<file path="src/rtl/timer_pkg.sv">
// rtl/timer_pkg.sv - shared FSM encoding and timer register map for the APB timer master
package timer_pkg;

  typedef enum logic [1:0] {
    ST_IDLE   = 2'd0,
    ST_SETUP  = 2'd1,
    ST_ACCESS = 2'd2,
    ST_RESP   = 2'd3
  } state_t;

  localparam logic [7:0] TCR_OFS   = 8'h00;
  localparam logic [7:0] TDR0_OFS  = 8'h04;
  localparam logic [7:0] TDR1_OFS  = 8'h08;
  localparam logic [7:0] TCMP0_OFS = 8'h0C;
  localparam logic [7:0] TCMP1_OFS = 8'h10;
  localparam logic [7:0] TIER_OFS  = 8'h14;
  localparam logic [7:0] TISR_OFS  = 8'h18;
  localparam logic [7:0] THCSR_OFS = 8'h1C;

  function automatic logic is_word_aligned(input logic [1:0] lsb);
    return lsb == 2'b00;
  endfunction

endpackage

</file>
<file path="src/rtl/timer_apb_master.sv">
// rtl/timer_apb_master.sv - single-outstanding command-to-APB bridge with ACCESS-phase timeout
module timer_apb_master
  import timer_pkg::*;
#(
  parameter int ADDR_W  = 12,
  parameter int TIMEOUT = 16
) (
  input  logic              clk,
  input  logic              rst,
  input  logic              cmd_valid,
  output logic              cmd_ready,
  input  logic              cmd_write,
  input  logic [ADDR_W-1:0] cmd_addr,
  input  logic [31:0]       cmd_wdata,
  input  logic [3:0]        cmd_strb,
  output logic              psel,
  output logic              penable,
  output logic              pwrite,
  output logic [ADDR_W-1:0] paddr,
  output logic [31:0]       pwdata,
  output logic [3:0]        pstrb,
  input  logic [31:0]       prdata,
  input  logic              pready,
  input  logic              pslverr,
  output logic              rsp_valid,
  input  logic              rsp_ready,
  output logic [31:0]       rsp_rdata,
  output logic              rsp_err,
  output logic              rsp_timeout
);

  localparam int CNT_W = $clog2(TIMEOUT + 1);

  state_t            state, state_nxt;
  logic [ADDR_W-1:0] addr_q;
  logic              write_q;
  logic [31:0]       wdata_q;
  logic [3:0]        strb_q;
  logic [CNT_W-1:0]  cnt_q;
  logic [CNT_W-1:0]  cnt_inc;
  logic [31:0]       rdata_q;
  logic              err_q;
  logic              to_q;
  logic              aligned;
  logic              timeout_hit;

  assign aligned     = is_word_aligned(cmd_addr[1:0]);
  assign cnt_inc     = cnt_q + 1'b1;
  assign timeout_hit = (cnt_inc == CNT_W'(TIMEOUT));

  always_ff @(posedge clk or posedge rst) begin
    if (rst) begin
      state   <= ST_IDLE;
      addr_q  <= '0;
      write_q <= 1'b0;
      wdata_q <= '0;
      strb_q  <= '0;
      cnt_q   <= '0;
      rdata_q <= '0;
      err_q   <= 1'b0;
      to_q    <= 1'b0;
    end else begin
      state <= state_nxt;
      case (state)
        ST_IDLE: begin
          if (cmd_valid) begin
            if (aligned) begin
              // read data/strobes are zeroed here so the bus sees clean values for reads
              addr_q  <= cmd_addr;
              write_q <= cmd_write;
              wdata_q <= cmd_write ? cmd_wdata : 32'h0;
              strb_q  <= cmd_write ? cmd_strb : 4'h0;
              cnt_q   <= '0;
            end else begin
              rdata_q <= '0;
              err_q   <= 1'b1;
              to_q    <= 1'b0;
            end
          end
        end
        ST_ACCESS: begin
          if (pready) begin
            rdata_q <= write_q ? 32'h0 : prdata;
            err_q   <= pslverr;
            to_q    <= 1'b0;
          end else begin
            if (cnt_q != CNT_W'(TIMEOUT)) cnt_q <= cnt_inc;
            if (timeout_hit) begin
              rdata_q <= '0;
              err_q   <= 1'b1;
              to_q    <= 1'b1;
            end
          end
        end
        default: ;
      endcase
    end
  end

  always_comb begin
    state_nxt   = state;
    cmd_ready   = 1'b0;
    psel        = 1'b0;
    penable     = 1'b0;
    rsp_valid   = 1'b0;
    case (state)
      ST_IDLE: begin
        cmd_ready = ~rst;
        if (cmd_valid) state_nxt = aligned ? ST_SETUP : ST_RESP;
      end
      ST_SETUP: begin
        psel      = 1'b1;
        state_nxt = ST_ACCESS;
      end
      ST_ACCESS: begin
        psel    = 1'b1;
        penable = 1'b1;
        // a slave completing on the timeout cycle still counts as a normal completion
        if (pready || timeout_hit) state_nxt = ST_RESP;
      end
      ST_RESP: begin
        rsp_valid = 1'b1;
        if (rsp_ready) state_nxt = ST_IDLE;
      end
      default: state_nxt = ST_IDLE;
    endcase
  end

  assign pwrite      = write_q;
  assign paddr       = addr_q;
  assign pwdata      = wdata_q;
  assign pstrb       = strb_q;
  assign rsp_rdata   = rdata_q;
  assign rsp_err     = err_q;
  assign rsp_timeout = to_q;

endmodule

</file>
<file path="config.mk">
export PLATFORM = sky130hd
export DESIGN_NAME = timer_apb_master
export DESIGN_NICKNAME = d
export VERILOG_FILES = /design/src/rtl/timer_pkg.sv /design/src/rtl/timer_apb_master.sv
export SDC_FILE = /design/constraint.sdc
export NUM_CORES = 1
export LEC_CHECK = 0
export CAP_MARGIN = 20
export CORE_UTILIZATION = 25
export DETAILED_ROUTE_END_ITERATION = 10
export PLACE_DENSITY = 0.56
export RECOVER_POWER = 100
export SYNTH_ARGS = -nofsm -noshare
export SYNTH_HDL_FRONTEND = slang
export SYNTH_SLANG_ARGS = --single-unit
</file>
<file path="constraint.sdc">
create_clock -name clk -period 4.5 [get_ports clk]
set_clock_uncertainty 0.15 [all_clocks]
set_input_delay 1.125 -clock clk [delete_from_list [all_inputs] [get_ports clk]]
set_output_delay 1.125 -clock clk [all_outputs]
set_load 0.02 [all_outputs]
</file>
==> results of run 1 <==
==> registers in the layout, summed over array words and instances, names as in the netlist <==
register / count
pwdata: 32
rsp_rdata: 32
rsp_timeout: 1
pstrb: 4
rsp_err: 1
state: 2
pwrite: 1
paddr: 12
cnt_q: 5
==> cells in the mapped netlist, drive strengths merged <==
cell / number / area [sq um]
clkbuf: 25 / 93.8
nor3: 1 / 5.00
nand2: 114 / 428
o21ai: 72 / 360
and4b: 1 / 10.0
nor4: 1 / 6.26
or3: 4 / 25.0
nor2: 2 / 7.51
and2: 4 / 25.0
o21a: 1 / 7.51
a21oi: 2 / 10.0
mux2: 11 / 124
buf: 4 / 26.3
a211oi: 1 / 7.51
a22oi: 32 / 240
a32o: 1 / 10.0
nand2b: 4 / 25.0
mux2i: 1 / 10.0
nand3: 3 / 15.0
o22a: 1 / 8.76
inv: 5 / 18.8
a22o: 1 / 8.76
or4b: 1 / 10.0
o31ai: 1 / 7.51
o311a: 1 / 10.0
ha: 5 / 62.6
nand4bb: 2 / 22.5
dfrtp: 90 / 2250
nor2b: 7 / 43.8
o211ai: 3 / 22.5
==> routing by layer <==
layer | vias up | GRT usage | part of all wire | wire (um)
li1 | 1703 | - | - | -
met1 | 1634 | 0.182 | 0.45 | 5090
met2 | 155 | 0.228 | 0.44 | 5010
met3 | 8 | 0.0641 | 0.094 | 1050
met4 | 0 | 0.0399 | 0.0095 | 107
met5 | - | 0 | 0 | 0
==> cell type report <==
type                       instances  share of cell area
clock inverter                     3             0.00390
inverter                           5             0.00328
clock buffer                      13              0.0426
sequential                        90               0.369
multi-input combinational        277               0.250
tap                              188              0.0385
timing repair buffer             181               0.292
==> kinds of logic (layout without fill, tap and decap cells) <==
kind of cell | Yosys count | in the layout | synth area share
muxes | 12 | 12 | 0.0343
and+or+nand+nor | 144 | 144 | 0.160
DFF | 90 | 90 | 0.577
buffers and inverters | 34 | 202 | 0.0356
adders and majority gates | 5 | 5 | 0.0160
AOI/OAI and AO/OA | 116 | 116 | 0.178
==> power groups by stage <==
stage / clock (mW) / combinational, mW / sequential [mW]
2_1_floorplan: 0 / 0.520 / 1.52
3_3_place_gp: 0 / 1.53 / 1.24
3_5_place_dp: 0 / 1.55 / 1.25
4_1_cts: 0.758 / 1.55 / 1.24
5_1_grt: 0.795 / 1.56 / 1.26
6_report: 0.725 / 1.44 / 1.22
==> critical path: stages <==
cell and delay (ns):
dlygate4sd3_1 0.57, nor2b_1 0.11, dlygate4sd3_1 0.67
==> stage by stage <==
stage	hold slack [ns]	power, mW	util	cell area, sq um
2_1_floorplan	0.339	2.04	-	3900
3_3_place_gp	0.313	2.77	0.384	5840
3_5_place_dp	0.320	2.80	0.384	5840
4_1_cts	0.335	3.55	0.403	6130
5_1_grt	0.340	3.61	0.401	6100
6_report	0.321	3.38	0.401	6100
==> worst min-delay path by stage <==
stage	depth (start not counted)	end	startpoint	slack (ns)
3_3_place_gp	2	pwdata[30]	pwdata[30]	0.31
3_5_place_dp	2	pwdata[25]	pwdata[25]	0.32
5_1_grt	1	paddr[0]	paddr[0]	0.34
2_1_floorplan	2	cnt_q[4]	cnt_q[4]	0.34
4_1_cts	2	pwdata[25]	pwdata[25]	0.33
6_report	2	pwdata[25]	pwdata[25]	0.32
==> impl_results.md, run 1 <==
- Outcome: finished with violations
- Failing checks: capacitance limit, slew limit
- Core ar.: 0.0152 sq mm
- Root Driver: clkbuf_16
- Crit Path Class: input pin to primary output
- Initial antenna violation count: 0
- Pre-antenna DRT Iters: 4
- Largest net degree at the start of global routing: 86
- Final-stage net count: 656
- DR vias: 3500
- Worst-margin pin slew: 1.66 ns
- Internal cell power: 2.10 mW
- Register area: 0.00225 sq mm
- Unrepaired setup endpoints after global routing: false
- Average cell area after synthesis: 9.74 sq um
- I/O pin count: 174
- FF-to-FF setup slack: 1.32 ns
- Startpoint types: input pin
- Layout cells sized above 1: 0.0615
- Most common cell after layout, fill and taps aside: nand2_1
- CP max FO: 2
- Register bit total from synthesis: 90
- Die Span X: 127 um
- Number of I/O port buffers: 173
- RR Endpoint: state[1]
- Hold Crit Class: register to register
- Comb power frac: 0.424
- Routed vias/inst: 4.62
- First-pass GRT wire length: 18400 um
- R2R depth: 7
- Finish-stage setup viols: 0
- CTS Buf Count: 9
- Power density cells: 554 mW/mm^2
- Number of diodes: 0
- Switching Share: 0.380
- Die height: 127 um
- Vias in the first global route: 3576
- Worst Path Arrival: 2.47 ns
- Post-DP HPWL: 7820 um
- Initial Util: 0.257
- Setup crit end: cmd_ready
- Max Cap Viol: 1
- Setup crit start: rst
- Overflow after GRT: 0
- Critical Path RT: 3.22 ns
- Syn Inst Count: 401
- Yosys cell types: 32
- DP Worst Slack: 0.932 ns
- Worst setup EP type: primary output
- Pins over their slew limit: 36
- Longest Clk Path Bufs: 2
- Final cell count without fillers: 757
- Routability Congestion: 0.707
- Slew margin rel.: -0.104
- Post-route ant nets: 0
- Final Critical Period: 3.75 ns
- Multi-input logic area: 0.00153 sq mm
- Area Overhead vs Synth: 56.3%
- Drt drc: 0
- Worst reg2reg path startpoint: state[0]
- Max Freq: 267 MHz
- # rows: 45
- Synth warn: 0
- Initial drt markers: 159
- H-Tree Depth: 3
- Period utilization: 0.833
- Final TNS setup: 0 ns
- Post-CTS Setup Inserts: 0
- Clock power frac: 0.214
- Number of hold violations in the final report: 0
- # resized after CTS: 0
- Clk Latency, worst-skew pair: 0.34 ns
- Clock-pin slew on the worst setup and hold paths: 0.06 ns
- Post-synthesis sequential area ratio: 0.577
- TritonCTS clock tree: built
- Syn_nets: 493
- Inst Count DP: 741
- Layout fillers: 1461
- WL/cell: 14.9 um
- Peak VDD IR: 0.181 mV
- Sequential group share of total power: 0.361
- Lkg Pwr: 2.71 nW
- Gr usage total: 0.146
- P_sw: 1.29 mW
- Die area: 0.0161 sq mm
- Routed WL: 11300 um
- Commonest non-fill, non-tap cells in the layout: nand2_1, dfrtp_1, dlygate4sd3_1
- Clock sinks: 90
- Post-Syn Area: 0.00390 sq mm
- Worst Slack Setup Final: 0.752 ns
- Hold_buf cts: 0
Note: power is estimated with default switching activity, not from simulation.
==> inputs of run 2 (changes only) <==
--- a/config.mk
+++ b/config.mk
@@ -8,7 +8,7 @@
 export CAP_MARGIN = 20
 export CORE_UTILIZATION = 25
 export DETAILED_ROUTE_END_ITERATION = 10
-export PLACE_DENSITY = 0.56
+export PLACE_DENSITY = 0.57
 export RECOVER_POWER = 100
 export SYNTH_ARGS = -nofsm -noshare
 export SYNTH_HDL_FRONTEND = slang
==> constraint.sdc (replaced) <==
create_clock -name clk -period 3.4 [get_ports clk]
set_clock_uncertainty 0.15 [all_clocks]
set_input_delay 0.85 -clock clk [delete_from_list [all_inputs] [get_ports clk]]
set_output_delay 0.85 -clock clk [all_outputs]
set_load 0.02 [all_outputs]
==> impl_results.md, run 2 (same netlist as run 1, synthesis figures left out) <==
- Gr usage total: 0.144
- Finish-stage setup viols: 0
- Startpoint types: input pin
- Period utilization: 0.939
- Met3 GRT Util: 0.0700
- Core Util, Final: 0.406
- Clock-pin slew on the worst setup and hold paths: 0.06 ns
- # resized after CTS: 0
- CP max FO: 2
- # rows: 45
- Post-route ant nets: 0
- Worst Path Arrival: 2.19 ns
- Final TNS setup: 0 ns
- Number of diodes: 0
- Commonest non-fill, non-tap cells in the layout: nand2_1, dfrtp_1, dlygate4sd3_1
- Clk Latency, worst-skew pair: 0.33 ns
- Clock sinks: 90
- Number of I/O port buffers: 173
- DR vias: 3500
- Core ar.: 0.0152 sq mm
- Outcome: finished with violations
- Post-DP HPWL: 7630 um
- P_sw: 1.69 mW
- Most common cell after layout, fill and taps aside: nand2_1
- FF-to-FF setup slack: 0.69 ns
- Critical Path RT: 2.40 ns
- WL/cell: 14.5 um
- Root Driver: clkbuf_16
- Clock power frac: 0.239
- Crit Path Class: input pin to primary output
- Peak VDD IR: 0.317 mV
- Longest Clk Path Bufs: 2
- GRT busiest layer: met2
- Max Freq: 313 MHz
- Final Critical Period: 3.19 ns
- Worst-margin pin slew: 1.71 ns
- Die area: 0.0161 sq mm
- Routed WL: 11000 um
- Routability Congestion: 0.734
- Failing checks: capacitance limit, slew limit
- Lkg Pwr: 2.76 nW
- H-Tree Depth: 3
- Max Cap Viol: 1
- Worst setup EP type: primary output
- TritonCTS clock tree: built
- Post-CTS Setup Inserts: 0
- Initial drt markers: 176
- Power density cells: 746 mW/mm^2
- Largest net degree at the start of global routing: 86
- Routed vias/inst: 4.62
- DP Worst Slack: 0.379 ns
- Global Route met1 Usage: 0.170
- Unrepaired setup endpoints after global routing: false
- Pre-antenna DRT Iters: 4
- Drt drc: 0
- Comb power frac: 0.409
- Initial Util: 0.257
- Die height: 127 um
- Die Span X: 127 um
- Overflow after GRT: 0
- Met2 global-route usage: 0.232
- Switching Share: 0.366
- Slew margin rel.: -0.147
- Vias in the first global route: 3621
- Area Overhead vs Synth: 58.2%
- Layout cells sized above 1: 0.0650
- Pins over their slew limit: 36
- Initial antenna violation count: 0
- Tot Pwr: 4.61 mW
- I/O pin count: 174
- CTS Buf Count: 9
- First-pass GRT wire length: 18300 um
- Hold Crit Class: register to register
- Internal cell power: 2.92 mW
- Final-stage net count: 656
- Sequential group share of total power: 0.352
- Number of hold violations in the final report: 0
- Hold_buf cts: 0
- Worst Slack Setup Final: 0.207 ns
run 2: power by group through the flow:
stage | logic (mW) | clock network, mW | registers [mW]
final | 1.89 | 1.10 | 1.62
after detailed placement | 2.07 | 0 | 1.66
after global placement | 2.04 | 0 | 1.64
after floorplan | 0.688 | 0 | 2.01
after CTS | 2.08 | 1.15 | 1.64
after global routing | 2.07 | 1.19 | 1.67
run 2: final timing paths:
kind	startpoint	endpoint	cells after the start
setup / recovery	rst	cmd_ready	3
setup reg to reg	state[0]	paddr[5]	5
hold reg to reg	pwdata[12]	pwdata[12]	2
hold / removal	pwdata[12]	pwdata[12]	2
max in group asynchronous	rst	pwdata[15]	3
min in group asynchronous	rst	rsp_rdata[3]	2
run 2: cell type report:
cell class                      count  area, sq um
Clock buffer                       12          256
Multi-Input combinational cell    277         1540
Fill cell                        1521         9030
Inverter                            5         20.0
Clock inverter                      4         73.8
Timing Repair Buffer              181         1800
Tap cell                          188          235
Sequential cell                    90         2250
run 2: critical path: stages:
cell	delay, ns
dlygate4sd3_1	0.56
nor2b_1	0.11
dlygate4sd3_1	0.67
run 2: through the flow:
step                instance area, sq um  hold slack, ns  instances
global route                        6180           0.348        757
global placement                    5870           0.314        741
finish                              6180           0.324        757
detailed placement                  5870           0.320        741
floorplan                           3900           0.339        401
CTS                                 6200           0.335        757
run 2: routing by layer:
| layer | share of wire | routed length (um) |
|---|---|---|
| met1 | 0.42 | 4650 |
| met2 | 0.46 | 5070 |
| met3 | 0.10 | 1140 |
| met4 | 0.0079 | 87 |
| met5 | 0 | 0 |
==> inputs of run 3 (changes only) <==
--- a/config.mk
+++ b/config.mk
@@ -6,9 +6,10 @@
 export NUM_CORES = 1
 export LEC_CHECK = 0
 export CAP_MARGIN = 20
-export CORE_UTILIZATION = 25
+export CORE_UTILIZATION = 38
+export CTS_CLUSTER_SIZE = 14
 export DETAILED_ROUTE_END_ITERATION = 10
-export PLACE_DENSITY = 0.57
+export PLACE_DENSITY = 0.8
 export RECOVER_POWER = 100
 export SYNTH_ARGS = -nofsm -noshare
 export SYNTH_HDL_FRONTEND = slang
==> impl_results.md, run 3 (same netlist as run 1, synthesis figures left out) <==
- Post-route ant nets: 0
- H-Tree Depth: 3
- First-pass GRT wire length: 16300 um
- Clock sinks: 90
- Finish-stage setup viols: 0
- Clk Latency, worst-skew pair: 0.34 ns
- Hold_sp: pstrb[1]
- Peak VDD IR: 0.334 mV
- Startpoint types: input pin
- Inst Count DP: 685
- Crit-path slowest cell: clkdlybuf4s50_1
- Worst-margin pin slew: 1.42 ns
- Die height: 103 um
- Number of I/O port buffers: 173
- Number of diodes: 0
- DP Worst Slack: 0.377 ns
- CTS Buf Count: 9
- # rows: 36
- Slew margin rel.: 0.0550
- # resized after CTS: 0
- Crit Path Class: input pin to primary output
- Longest Clk Path Bufs: 2
- Cells along the critical path: dlygate4sd3_1, nor2b_1, clkdlybuf4s50_1
- Most common cell after layout, fill and taps aside: nand2_1
- Slowest cell delay on critical path: 0.60 ns
- Max Cap Viol: 0
- Hold Crit Class: register to register
- Worst hold slack: 0.331 ns
- Layout fillers: 818
- Clock-pin slew on the worst setup and hold paths: 0.08 ns
- Area Overhead vs Synth: 51.5%
- Critical Path RT: 2.40 ns
- Post-DP HPWL: 7530 um
- Die area: 0.0107 sq mm
- Worst setup EP type: primary output
- Initial Util: 0.396
- Final cell count without fillers: 700
- RR Endpoint: rsp_rdata[2]
- Initial antenna violation count: 0
- Final-stage net count: 656
- Lkg Pwr: 2.66 nW
- Final TNS setup: 0 ns
- Routed vias/inst: 5.10
- Routability Congestion: 0.789
- Core ar.: 0.00986 sq mm
- Post-CTS Setup Inserts: 0
- Core Util, Final: 0.600
- Number of hold violations in the final report: 0
- Drt drc: 0
- Power density cells: 695 mW/mm^2
- Commonest non-fill, non-tap cells in the layout: nand2_1, dfrtp_1, dlygate4sd3_1
- Period utilization: 0.922
- Placed Instance Area: 0.00581 sq mm
- Worst reg2reg path startpoint: state[0]
- Outcome: completed
- R2R depth: 6
- Layout Cell Area excl Fill: 0.00592 sq mm
- Largest net degree at the start of global routing: 86
- Gr usage total: 0.198
- Final Critical Period: 3.13 ns
- Die Span X: 103 um
- Tot Pwr: 4.11 mW
- I/O pin count: 174
- Pre-antenna DRT Iters: 4
- Pins over their slew limit: 0
- Root Driver: clkbuf_8
- Layout cells sized above 1: 0.0600
- Hold_buf cts: 0
- Setup crit start: rst
- CP max FO: 2
- WL/cell: 15.0 um
- TritonCTS clock tree: built
- Routed WL: 10500 um
- Overflow after GRT: 0
- Hold Path Stages: 2
- DR vias: 3571
- Worst Slack Setup Final: 0.266 ns
- Hold Path Sink: pstrb[1]
- Vias in the first global route: 3433
- Max Freq: 319 MHz
- Worst Path Arrival: 2.13 ns
- Unrepaired setup endpoints after global routing: false
- Initial drt markers: 104
- FF-to-FF setup slack: 0.68 ns
run 3: worst max path at each step:
| stage | slack [ns] | end |
|---|---|---|
| final | 0.27 | cmd_ready |
| after detailed placement | 0.38 | cmd_ready |
| after CTS | 0.38 | cmd_ready |
| after global routing | 0.18 | rsp_rdata[4] |
| after floorplan | 0.06 | cnt_q[0] |
| after global placement | 0.38 | cmd_ready |
run 3: final cells by class:
class                   count  area (sq um)  area share
well taps                 133           166      0.0281
inverters                   5          20.0     0.00338
flip-flops and latches     90          2250       0.381
clock inverters             3          18.8     0.00317
clock buffers              11           131      0.0222
repair buffers            181          1800       0.304
multi-input cells         277          1530       0.258
run 3: metal layers:
metal | vias up | part of all wire | track usage
li1 | 1704 | - | -
met1 | 1685 | 0.42 | 0.235
met2 | 170 | 0.47 | 0.330
met3 | 12 | 0.10 | 0.0719
met4 | 0 | 0.012 | 0.0758
met5 | - | 0 | 0
run 3: critical path: cells and delay by family:
kind          cells  cell delay (ns)
simple gates      1             0.11
buf+inv           2             1.16
run 3: power breakdown:
| part | internal, mW | switching [mW] |
|---|---|---|
| registers | 1.41 | 0.201 |
| clock network | 0.257 | 0.348 |
| logic | 0.818 | 1.08 |
| total | 2.49 | 1.62 |
